### src/rtl/gpio_input_debouncer.sv
// Per-bit switch conditioner: 2-flop synchronizer, saturating debounce counter, edge pulses.
// Optional sticky edge flags with write-1-to-clear and irq when GPIO_IN_STICKY_EN is defined.
module gpio_input_debouncer #(
  parameter int WIDTH           = 8,
  parameter int DEBOUNCE_COUNTS = 500_000,
  parameter int CNT_W           = 20
) (
  input  logic             clk,
  input  logic             rst,
  input  logic [WIDTH-1:0] gpio_raw_in,
  output logic [WIDTH-1:0] gpio_clean_out,
  output logic [WIDTH-1:0] rise_pulse,
  output logic [WIDTH-1:0] fall_pulse,
  output logic             changed,
  input  logic [WIDTH-1:0] clr_flags,
  output logic [WIDTH-1:0] edge_flags,
  output logic             irq
);

  // Terminal count: the mismatch must persist for DEBOUNCE_COUNTS consecutive cycles.
  localparam logic [CNT_W-1:0] CNT_MAX = CNT_W'(DEBOUNCE_COUNTS - 1);

  logic [WIDTH-1:0]            sync1;
  logic [WIDTH-1:0]            sync2;
  logic [WIDTH-1:0][CNT_W-1:0] cnt_q;
  logic [WIDTH-1:0][CNT_W-1:0] cnt_d;
  logic [WIDTH-1:0]            clean_d;
  logic [WIDTH-1:0]            rise_d;
  logic [WIDTH-1:0]            fall_d;

  // NOTE: sequential state uses non-blocking assignments so every flop samples pre-edge values.
  always_ff @(posedge clk) begin
    if (!rst) begin
      sync1 <= '0;
      sync2 <= '0;
    end else begin
      sync1 <= gpio_raw_in;
      sync2 <= sync1;
    end
  end

  // NOTE: every combinational output gets a default first, so no path leaves it unassigned (no latch).
  always_comb begin
    clean_d = gpio_clean_out;
    rise_d  = '0;
    fall_d  = '0;
    for (int i = 0; i < WIDTH; i++) begin
      cnt_d[i] = '0;
      if (sync2[i] != gpio_clean_out[i]) begin
        if (cnt_q[i] == CNT_MAX) begin
          clean_d[i] = sync2[i];
          rise_d[i]  = sync2[i];
          fall_d[i]  = ~sync2[i];
        end else begin
          cnt_d[i] = cnt_q[i] + CNT_W'(1);
        end
      end
    end
  end

  // NOTE: the counters are reset like any other state, so a pending debounce never survives reset.
  always_ff @(posedge clk) begin
    if (!rst) begin
      cnt_q          <= '0;
      gpio_clean_out <= '0;
      rise_pulse     <= '0;
      fall_pulse     <= '0;
      changed        <= 1'b0;
    end else begin
      cnt_q          <= cnt_d;
      gpio_clean_out <= clean_d;
      rise_pulse     <= rise_d;
      fall_pulse     <= fall_d;
      changed        <= |(rise_d | fall_d);
    end
  end

`ifdef GPIO_IN_STICKY_EN
  logic [WIDTH-1:0] flags_d;

  // Set term comes from the registered pulses and dominates a simultaneous clear.
  assign flags_d = (edge_flags & ~clr_flags) | rise_pulse | fall_pulse;

  always_ff @(posedge clk) begin
    if (!rst) begin
      edge_flags <= '0;
      irq        <= 1'b0;
    end else begin
      edge_flags <= flags_d;
      irq        <= |flags_d;
    end
  end
`else
  logic unused_clr_flags;

  assign unused_clr_flags = ^clr_flags;
  assign edge_flags       = '0;
  assign irq              = 1'b0;
`endif

endmodule

### config.mk
export PLATFORM = sky130hd
export DESIGN_NAME = gpio_input_debouncer
export DESIGN_NICKNAME = d
export VERILOG_FILES = /design/src/rtl/gpio_input_debouncer.sv
export SDC_FILE = /design/constraint.sdc
export NUM_CORES = 1
export LEC_CHECK = 0
export ABC_AREA = 1
export ABC_CLOCK_PERIOD_IN_PS = 2090
export CAP_MARGIN = 0
export CORE_MARGIN = 2
export CORE_UTILIZATION = 37
export CTS_CLUSTER_DIAMETER = 200
export DETAILED_ROUTE_END_ITERATION = 10
export PLACE_DENSITY = 0.54
export SLEW_MARGIN = 15
export SYNTH_ARGS = -nofsm -noshare
export SYNTH_HDL_FRONTEND = slang
export SYNTH_SLANG_ARGS = --single-unit
### constraint.sdc
create_clock -name clk -period 2.09 [get_ports clk]
set_input_delay 0.418 -clock clk [delete_from_list [all_inputs] [get_ports clk]]
set_output_delay 0.418 -clock clk [all_outputs]
set_load 0.02 [all_outputs]
; ---- Word level (Yosys, flattened, before mapping)
; Cells that the tools add are included.
[op_classes]
order_cmp = 0
bitwise = 18
mul = 0
n_eq_ne = 16
n_div = 0
n_addsub = 8
reduce_logical = 17
n_shift = 0
muxes = 32
[op_table]
columns = op, n
row1 = $add A20 B1 Y20 const B, 8
row2 = $eq A20 B19 Y1 const B, 8
row3 = $mux W1, 32
row4 = $reduce_or A3 Y1, 8
row5 = $not A1 Y1, 17
row6 = $reduce_and A2 Y1, 8
row7 = $ne A1 B1 Y1, 8
row8 = $or A8 B8 Y8, 1
row9 = $reduce_or A8 Y1, 1
[word_totals]
mem_bits_rw = 0
register_bits = 201
latch_bits = 0
n_memories = 0
word_cells = 112
out_inout_bits = 34
inputBits = 18
mem_bits_ro = 0

; ---- Depth between registers and ports, before layout
; Gate-level depths: netlist (run 1).
[logic_depth]
word_depth = 5
mapped_depth = 11
ltp_nobuf = 11

; ---- Least setup slack after synthesis (run 1)
; Ideal clock, no wire load.
[synth_path]
path_kind = register -> register
start = reg cnt_q[20] (netlist name)
end = reg cnt_q[29] (netlist name)
stages_incl_launch_ff = 11
n_path_buf = 1
path_slack_ps = 580
t_arrival_ps = 1392
synth_period_minus_slack_ps = 1510
cell_sequence = dfxtp_1 > ha_1 > nand2_1 > nor2_1 > nand2_1 > nor2_2 > nand2_2 > nand3_2 > buf_6 > o21bai_1 > a21oi_1
[synth_between]
elab_chain_len = 2
[synth_lines]
columns = element, line_no
row1 = "start, declared", 25  ; logic [WIDTH-1:0][CNT_W-1:0] cnt_q;
row2 = "start signal, assigned", 70  ; cnt_q <= cnt_d;
row3 = branches (longest 2 deep; another with $add A20 B1 Y20), --
; Parallel ways; which one is timed is not known.
; A chain may end at the register's enable or synchronous reset.

; ---- Worst setup path in the final report (run 1)
[layout_path]
start = reg gpio_clean_out[6]
end = out gpio_clean_out[6]
[layout_lines]
columns = element, line_no
row1 = "start, declared", 11  ; output logic [WIDTH-1:0] gpio_clean_out,
row2 = "start signal, assigned", 71  ; gpio_clean_out <= clean_d;
; No word-level cell between the ends.

==> results.md, run 1 <==
* Outcome: finished clean
* CP Class: flip-flop to output port
* Tcrit/Tclk final at 0.947
* CTS Hold Buffers Added at 0
* Synth Area per Inst at 7.59 µm²
* Largest cells by area after synthesis: dfxtp_1 44%, nand2_1 8.2%, nor2_1 7.9%
* Hold Path Class: input port to flip-flop
* Die Y at 161 µm
* Final worst setup slack at 0.111 ns
* Count leader, synth: dfxtp_1
* Total GRT Usage at 0.140
* Crit path buffers/inverters at 1
* Critical R2R Capture: cnt_q[22]
* Worst hold path stage count at 3
* Int Power at 6.25 mW
* FF+latch count, synth at 201
* Drt drc at 0
* CTS tree: done
* Sequential share of power at 0.492
* Clock sink total at 201
* Cells after synthesis at 1196
* HPWL Detailed at 13.0 mm
* Ratio of cells with drive above 1 in the final layout at 0.107
* Antenna-violating nets left at 0
* Post-synth top cells: 201 x dfxtp_1, 198 x nand2_1, 191 x nor2_1
* CTS buffer count at 24
* Initial DRT Pass Iterations at 5
* Setup repair bufs after CTS at 0
* Area growth syn-to-layout at 16.0%
* Logic gate share of total power at 0.016
* Total design power at 7.85 mW
* Final Critical Period at 1.98 ns
* CTS max path bufs at 3
* Psw at 1.60 mW
* Root Driver: clkbuf_16
* Area post-placement at 0.00979 mm²
* Worst Path Required at 1.67 ns
* Hold endpoint: changed
* CTS resizes at 0
* Max Clk Rate at 505 MHz
* Post-synth top area share at 0.443
* Final Hold Fails at 0
* Area of the die at 0.0258 mm²
* Pre-CTS setup slack at 0.300 ns
* Synth Warn # at 0
* Async SR Flop Fraction at 0
* Die X at 161 µm
* Total Negative Setup Slacks at 0 ns
* Worst setup EP type: output port
* # diodes at 0
* VDD IR max at 0.422 mV
* DRT iter0 DRCs at 337
* CP Data Arrival Time at 1.56 ns
* Sw frac at 0.204
* Top FF cell, synth: dfxtp_1
* Synthesized area at 0.00907 mm²
* Routed vias at 7150
* Reg2Reg Depth at 9
* CP peak stage delay at 0.64 ns
* Number of synthesized flops with an enable pin at 0
* Max_cap viols at 0
* Overflow after GRT at 0
* Detailed Route WL at 17.7 mm
* Cell taking the most area after synthesis: dfxtp_1
* Final Max Slew Viols at 0
* Port bufs at 34
* Startpoint types: flip-flop
* Worst r2r src: cnt_q[20]
* Static Leak at 3.86 nW
* Seq/Total Area, Yosys at 0.443
* Skew-Pair Late Insertion Delay at 0.51 ns
* Vias in the first global route at 6731
* CP Cell Sequence: clkdlybuf4s50_1
* Reg2reg setup slack at 0.30 ns
* Fillers at 2472
* Clock share of power at 0.492
* Core area at 0.0242 mm²
* H-tree depth at 1
* RePlAce Congestion at 0.809
* Post-layout util at 0.435
* Largest net degree at the start of global routing at 21
* CTS clock-pin slew for the worst setup and hold paths at 0.06 ns
* Initial core utilization at 0.375
* Skew final at 0.0122 ns
* Routed len/inst at 11.1 µm
* I/O pins at 52
* RSZ-0062 raised after global routing: false
* # rows at 57
* Initial antenna violation count at 0
* Unique cell type count in the Yosys netlist at 49
* CP max-delay cell: clkdlybuf4s50_1
* Crit-path leading delay family: buffers and inverters
* Crit path max fanout at 3
* Global-route wire length before repair at 30.8 mm
* Final net count at 1281
* Post-route cell area at 0.0105 mm²
* Vias per cell at 4.50
* Worst hold start: rst
* Cell Pwr Density at 747 mW/mm²
* Setup Viol. Count Final at 0
## layer usage
metal / global-route usage / part of all wire
met2: 0.231 / 0.44
met3: 0.0282 / 0.033
met1: 0.189 / 0.51
met5: 0 / 0
met4: 0.0348 / 0.021
## how the worst max path moves through the flow
stage | start | end | slack [ns] | cells past startpoint
2_1_floorplan | cnt_q[20] | cnt_q[29] | 0.58 | 10
3_3_place_gp | cnt_q[20] | cnt_q[22] | 0.32 | 9
3_5_place_dp | cnt_q[20] | cnt_q[22] | 0.30 | 9
4_1_cts | gpio_clean_out[2] | gpio_clean_out[2] | 0.07 | 1
5_1_grt | gpio_clean_out[6] | gpio_clean_out[6] | 0.04 | 1
6_report | gpio_clean_out[6] | gpio_clean_out[6] | 0.11 | 1
## power groups by stage
stage          registers [mW]  logic, mW  clock network (mW)
6_report                 3.86      0.124                3.87
2_1_floorplan            3.94     0.0962                   0
3_5_place_dp             3.95      0.127                   0
4_1_cts                  3.86      0.127                4.02
3_3_place_gp             3.95      0.126                   0
5_1_grt                  3.86      0.140                4.18
## final cells by class
type                    count  area [µm²]  area share
multi-input cells         808        4270       0.406
flip-flops and latches    201        4020       0.382
clock buffers              36         727      0.0691
inverters                 172         646      0.0614
repair buffers             48         440      0.0419
well taps                 324         405      0.0385
clock inverters             1        5.00    0.000476
## sequential cells by signal, indices dropped and copies added, names as in the netlist
name            cells
cnt_q             160
fall_pulse          8
changed             1
sync2               8
rise_pulse          8
gpio_clean_out      8
sync1               8
## logic make-up after synthesis
group,Yosys count,synth area share
XOR/XNOR,58,0.0560
AND/OR/NAND/NOR,622,0.331
AO/OA/AOI/OAI,111,0.0694
buffers and inverters,195,0.0888
flip-flops,201,0.443
adder cells (fa/ha/maj),8,0.0110
other,1,0.000413
## stage by stage
step                std cells  hold WS [ns]
floorplan                1204         0.390
global placement         1553         0.399
detailed placement       1553         0.403
CTS                      1590         0.253
global route             1590         0.278
finish                   1590         0.265
## placed cells by master (no fill, tap or decap), types with 10 or more instances in the layout
master and n:
a21oi_1 58, buf_4 14, clkbuf_16 25, clkdlybuf4s50_1 33, dfxtp_1 201, inv_1 166, nand2_1 198, nand2_2 10
nand3_1 64, nand3_2 10, nand4_1 11, nor2_1 191, nor2_2 13, nor2_4 11, nor3_1 58, nor3_2 12
o21ai_0 21, xnor2_1 19, xor2_1 39
(Power assumes the default switching activity.)
==> run 2, diff against run 1 <==
CORE_UTILIZATION = 38   (was 37)
MAX_ROUTING_LAYER = met4   (was not set)
PLACE_DENSITY = 0.55   (was 0.54)
==> results.md, run 2 (same netlist as run 1, synthesis figures left out) <==
* Skew final at 0.0273 ns (+0.0151 ns)
* Vias in the first global route at 6659 (-1.1%)
* Psw at 1.65 mW (+3.1%)
* Skew-Pair Late Insertion Delay at 0.52 ns (about the same)
* Crit-path leading delay family: buffers and inverters
* Worst hold start: rst
* Max Clk Rate at 496 MHz (-1.9%)
* Routed vias at 7113 (-0.52%)
* Final Critical Period at 2.02 ns (+0.0392 ns)
* Int Power at 6.57 mW (+5.0%)
* Max FFs per register at 160 (unchanged)
* Commonest cells after routing, fill and taps aside: 201 x dfxtp_1, 198 x nand2_1, 191 x nor2_1, 166 x inv_1, 64 x nand3_1
* CTS buffer count at 23 (-4.2%)
* Sequential share of power at 0.470 (-0.022)
* Die X at 159 µm (-1.3%)
* Clock share of power at 0.515 (+0.023)
* DRT iter0 DRCs at 303 (-10%)
* I/O pins at 52 (unchanged)
* Port bufs at 34 (unchanged)
* Reg2reg setup slack at 0.32 ns (+0.02 ns)
* Total design power at 8.22 mW (+4.6%)
* Ratio of cells with drive above 1 in the final layout at 0.110 (+0.00290)
* Total GRT Usage at 0.146 (+0.00560)
* Crit path buffers/inverters at 1 (unchanged)
* Routed len/inst at 10.9 µm (-2.2%)
* # diodes at 0 (unchanged)
* # rows at 56 (-1.8%)
* Most flops, register: cnt_q
* Final worst setup slack at 0.0722 ns (-0.0392 ns)
* CTS tree: done
* Largest net degree at the start of global routing at 21 (unchanged)
* Worst r2r src: cnt_q[40]
* Overflow after GRT at 0 (unchanged)
* CP Cell Sequence: clkdlybuf4s50_1
* CP Data Arrival Time at 1.60 ns (+0.04 ns)
* Total Negative Setup Slacks at 0 ns (unchanged)
* Tcrit/Tclk final at 0.965 (+0.0188)
* Crit path max fanout at 3 (unchanged)
* CP Class: flip-flop to output port
* CP peak stage delay at 0.65 ns (about the same)
* Commonest non-fill, non-tap cell in the layout: dfxtp_1
* Antenna-violating nets left at 0 (unchanged)
* Final net count at 1278 (-0.23%)
* Hold Path Class: input port to flip-flop
* CTS Hold Buffers Added at 0 (unchanged)
* Max_cap viols at 0 (unchanged)
* Final Hold Fails at 0 (unchanged)
* Fillers at 2389 (-3.4%)
* Initial core utilization at 0.387 (+0.0113)
* Worst setup EP type: output port
* Global-route wire length before repair at 29.8 mm (-3.4%)
* Area of the die at 0.0251 mm² (-2.6%)
* Initial DRT Pass Iterations at 4 (-1)
* Outcome: finished clean
* Drt drc at 0 (unchanged)
* Detailed Route WL at 17.3 mm (-2.3%)
* CP max-delay cell: clkdlybuf4s50_1
* Setup Viol. Count Final at 0 (unchanged)
* Final Max Slew Viols at 0 (unchanged)
* Cell Pwr Density at 776 mW/mm² (+4.0%)
* Area growth syn-to-layout at 16.7%
* Worst Path Required at 1.67 ns (about the same)
* Pre-CTS setup slack at 0.305 ns (+0.00500 ns)
* Vias per cell at 4.48 (-0.39%)
* Worst hold slack at 0.346 ns (+0.0809 ns)
* Initial antenna violation count at 0 (unchanged)
* HPWL Detailed at 12.8 mm (-1.9%)
* Reg2Reg Depth at 8 (-1)
* RePlAce Congestion at 0.801 (-0.96%)
* Static Leak at 3.91 nW (+1.4%)
* Hold endpoint: cnt_q[84]
* Worst hold path stage count at 5 (+2)
* Clock sink total at 201 (unchanged)
* Startpoint types: flip-flop
* Die Y at 159 µm (-1.3%)
* Critical R2R Capture: cnt_q[55]
* Logic gate share of total power at 0.015 (about the same)
* Core area at 0.0235 mm² (-2.9%)
* RSZ-0062 raised after global routing: false
* H-tree depth at 1 (unchanged)
* Root Driver: clkbuf_16
* VDD IR max at 0.433 mV (+2.6%)
* CTS max path bufs at 3 (unchanged)
* Sw frac at 0.201 (-0.00297)
* CTS clock-pin slew for the worst setup and hold paths at 0.06 ns (about the same)
## run 2: changes by cell type in the layout (fill, tap and decap cells not counted)
cell,before,now
buf_4,14,12
bufinv_16,0,3
clkbuf_1,5,4
clkbuf_16,25,23
clkbuf_8,6,8
clkdlybuf4s50_1,33,32
clkinv_2,1,3
dlymetal6s2s_1,0,1
inv_6,0,1
## run 2: power by group through the flow
stage                     clock network [mW]  registers [mW]  logic (mW)
after floorplan                            0            3.94      0.0962
after global placement                     0            3.95       0.125
after detailed placement                   0            3.95       0.126
after CTS                               4.35            3.86       0.126
after global routing                    4.50            3.86       0.141
final                                   4.23            3.86       0.123
## run 2: timing repair
| item | in CTS | in global routing |
|---|---|---|
| resized for setup | 0 | 1 |
| endpoints found under the setup margin | 0 | 1 |
| buffers inserted | 0 | 0 |
## run 2: worst max path at each step
stage                       from                 to  cells after the start
3_5_place_dp           cnt_q[40]          cnt_q[55]                      8
6_report       gpio_clean_out[6]  gpio_clean_out[6]                      1
3_3_place_gp           cnt_q[40]          cnt_q[56]                      8
4_1_cts        gpio_clean_out[4]  gpio_clean_out[4]                      1
2_1_floorplan          cnt_q[20]          cnt_q[29]                     10
5_1_grt                cnt_q[40]          cnt_q[55]                      8
## run 2: per-stage QoR
step,instances,utilization,instance area (µm²)
6_report,1588,0.451,10600
4_1_cts,1588,0.451,10600
3_3_place_gp,1546,0.416,9770
2_1_floorplan,1204,-,9100
5_1_grt,1588,0.451,10600
3_5_place_dp,1546,0.416,9770
## run 2: area by class of cell
type,count,area [µm²],share of cell area
multi-input cells,808,4270,0.404
flip-flops and latches,201,4020,0.380
clock buffers,35,701,0.0662
inverters,172,646,0.0610
repair buffers,46,428,0.0404
well taps,319,399,0.0377
clock inverters,7,114,0.0108
## run 2: routing by layer
layer / track usage / up-vias / routed length, µm
met5: - / - / 0
met4: 0.0399 / 0 / 408
met3: 0.0240 / 32 / 516
met2: 0.235 / 73 / 7490
met1: 0.191 / 3119 / 8840
li1: - / 3889 / -
==> run 3, diff against run 2 <==
ABC_CLOCK_PERIOD_IN_PS = not set   (was 2090)
==> results of run 3 <==
The final DEF is identical to that of run 2; final timing and power are the same.
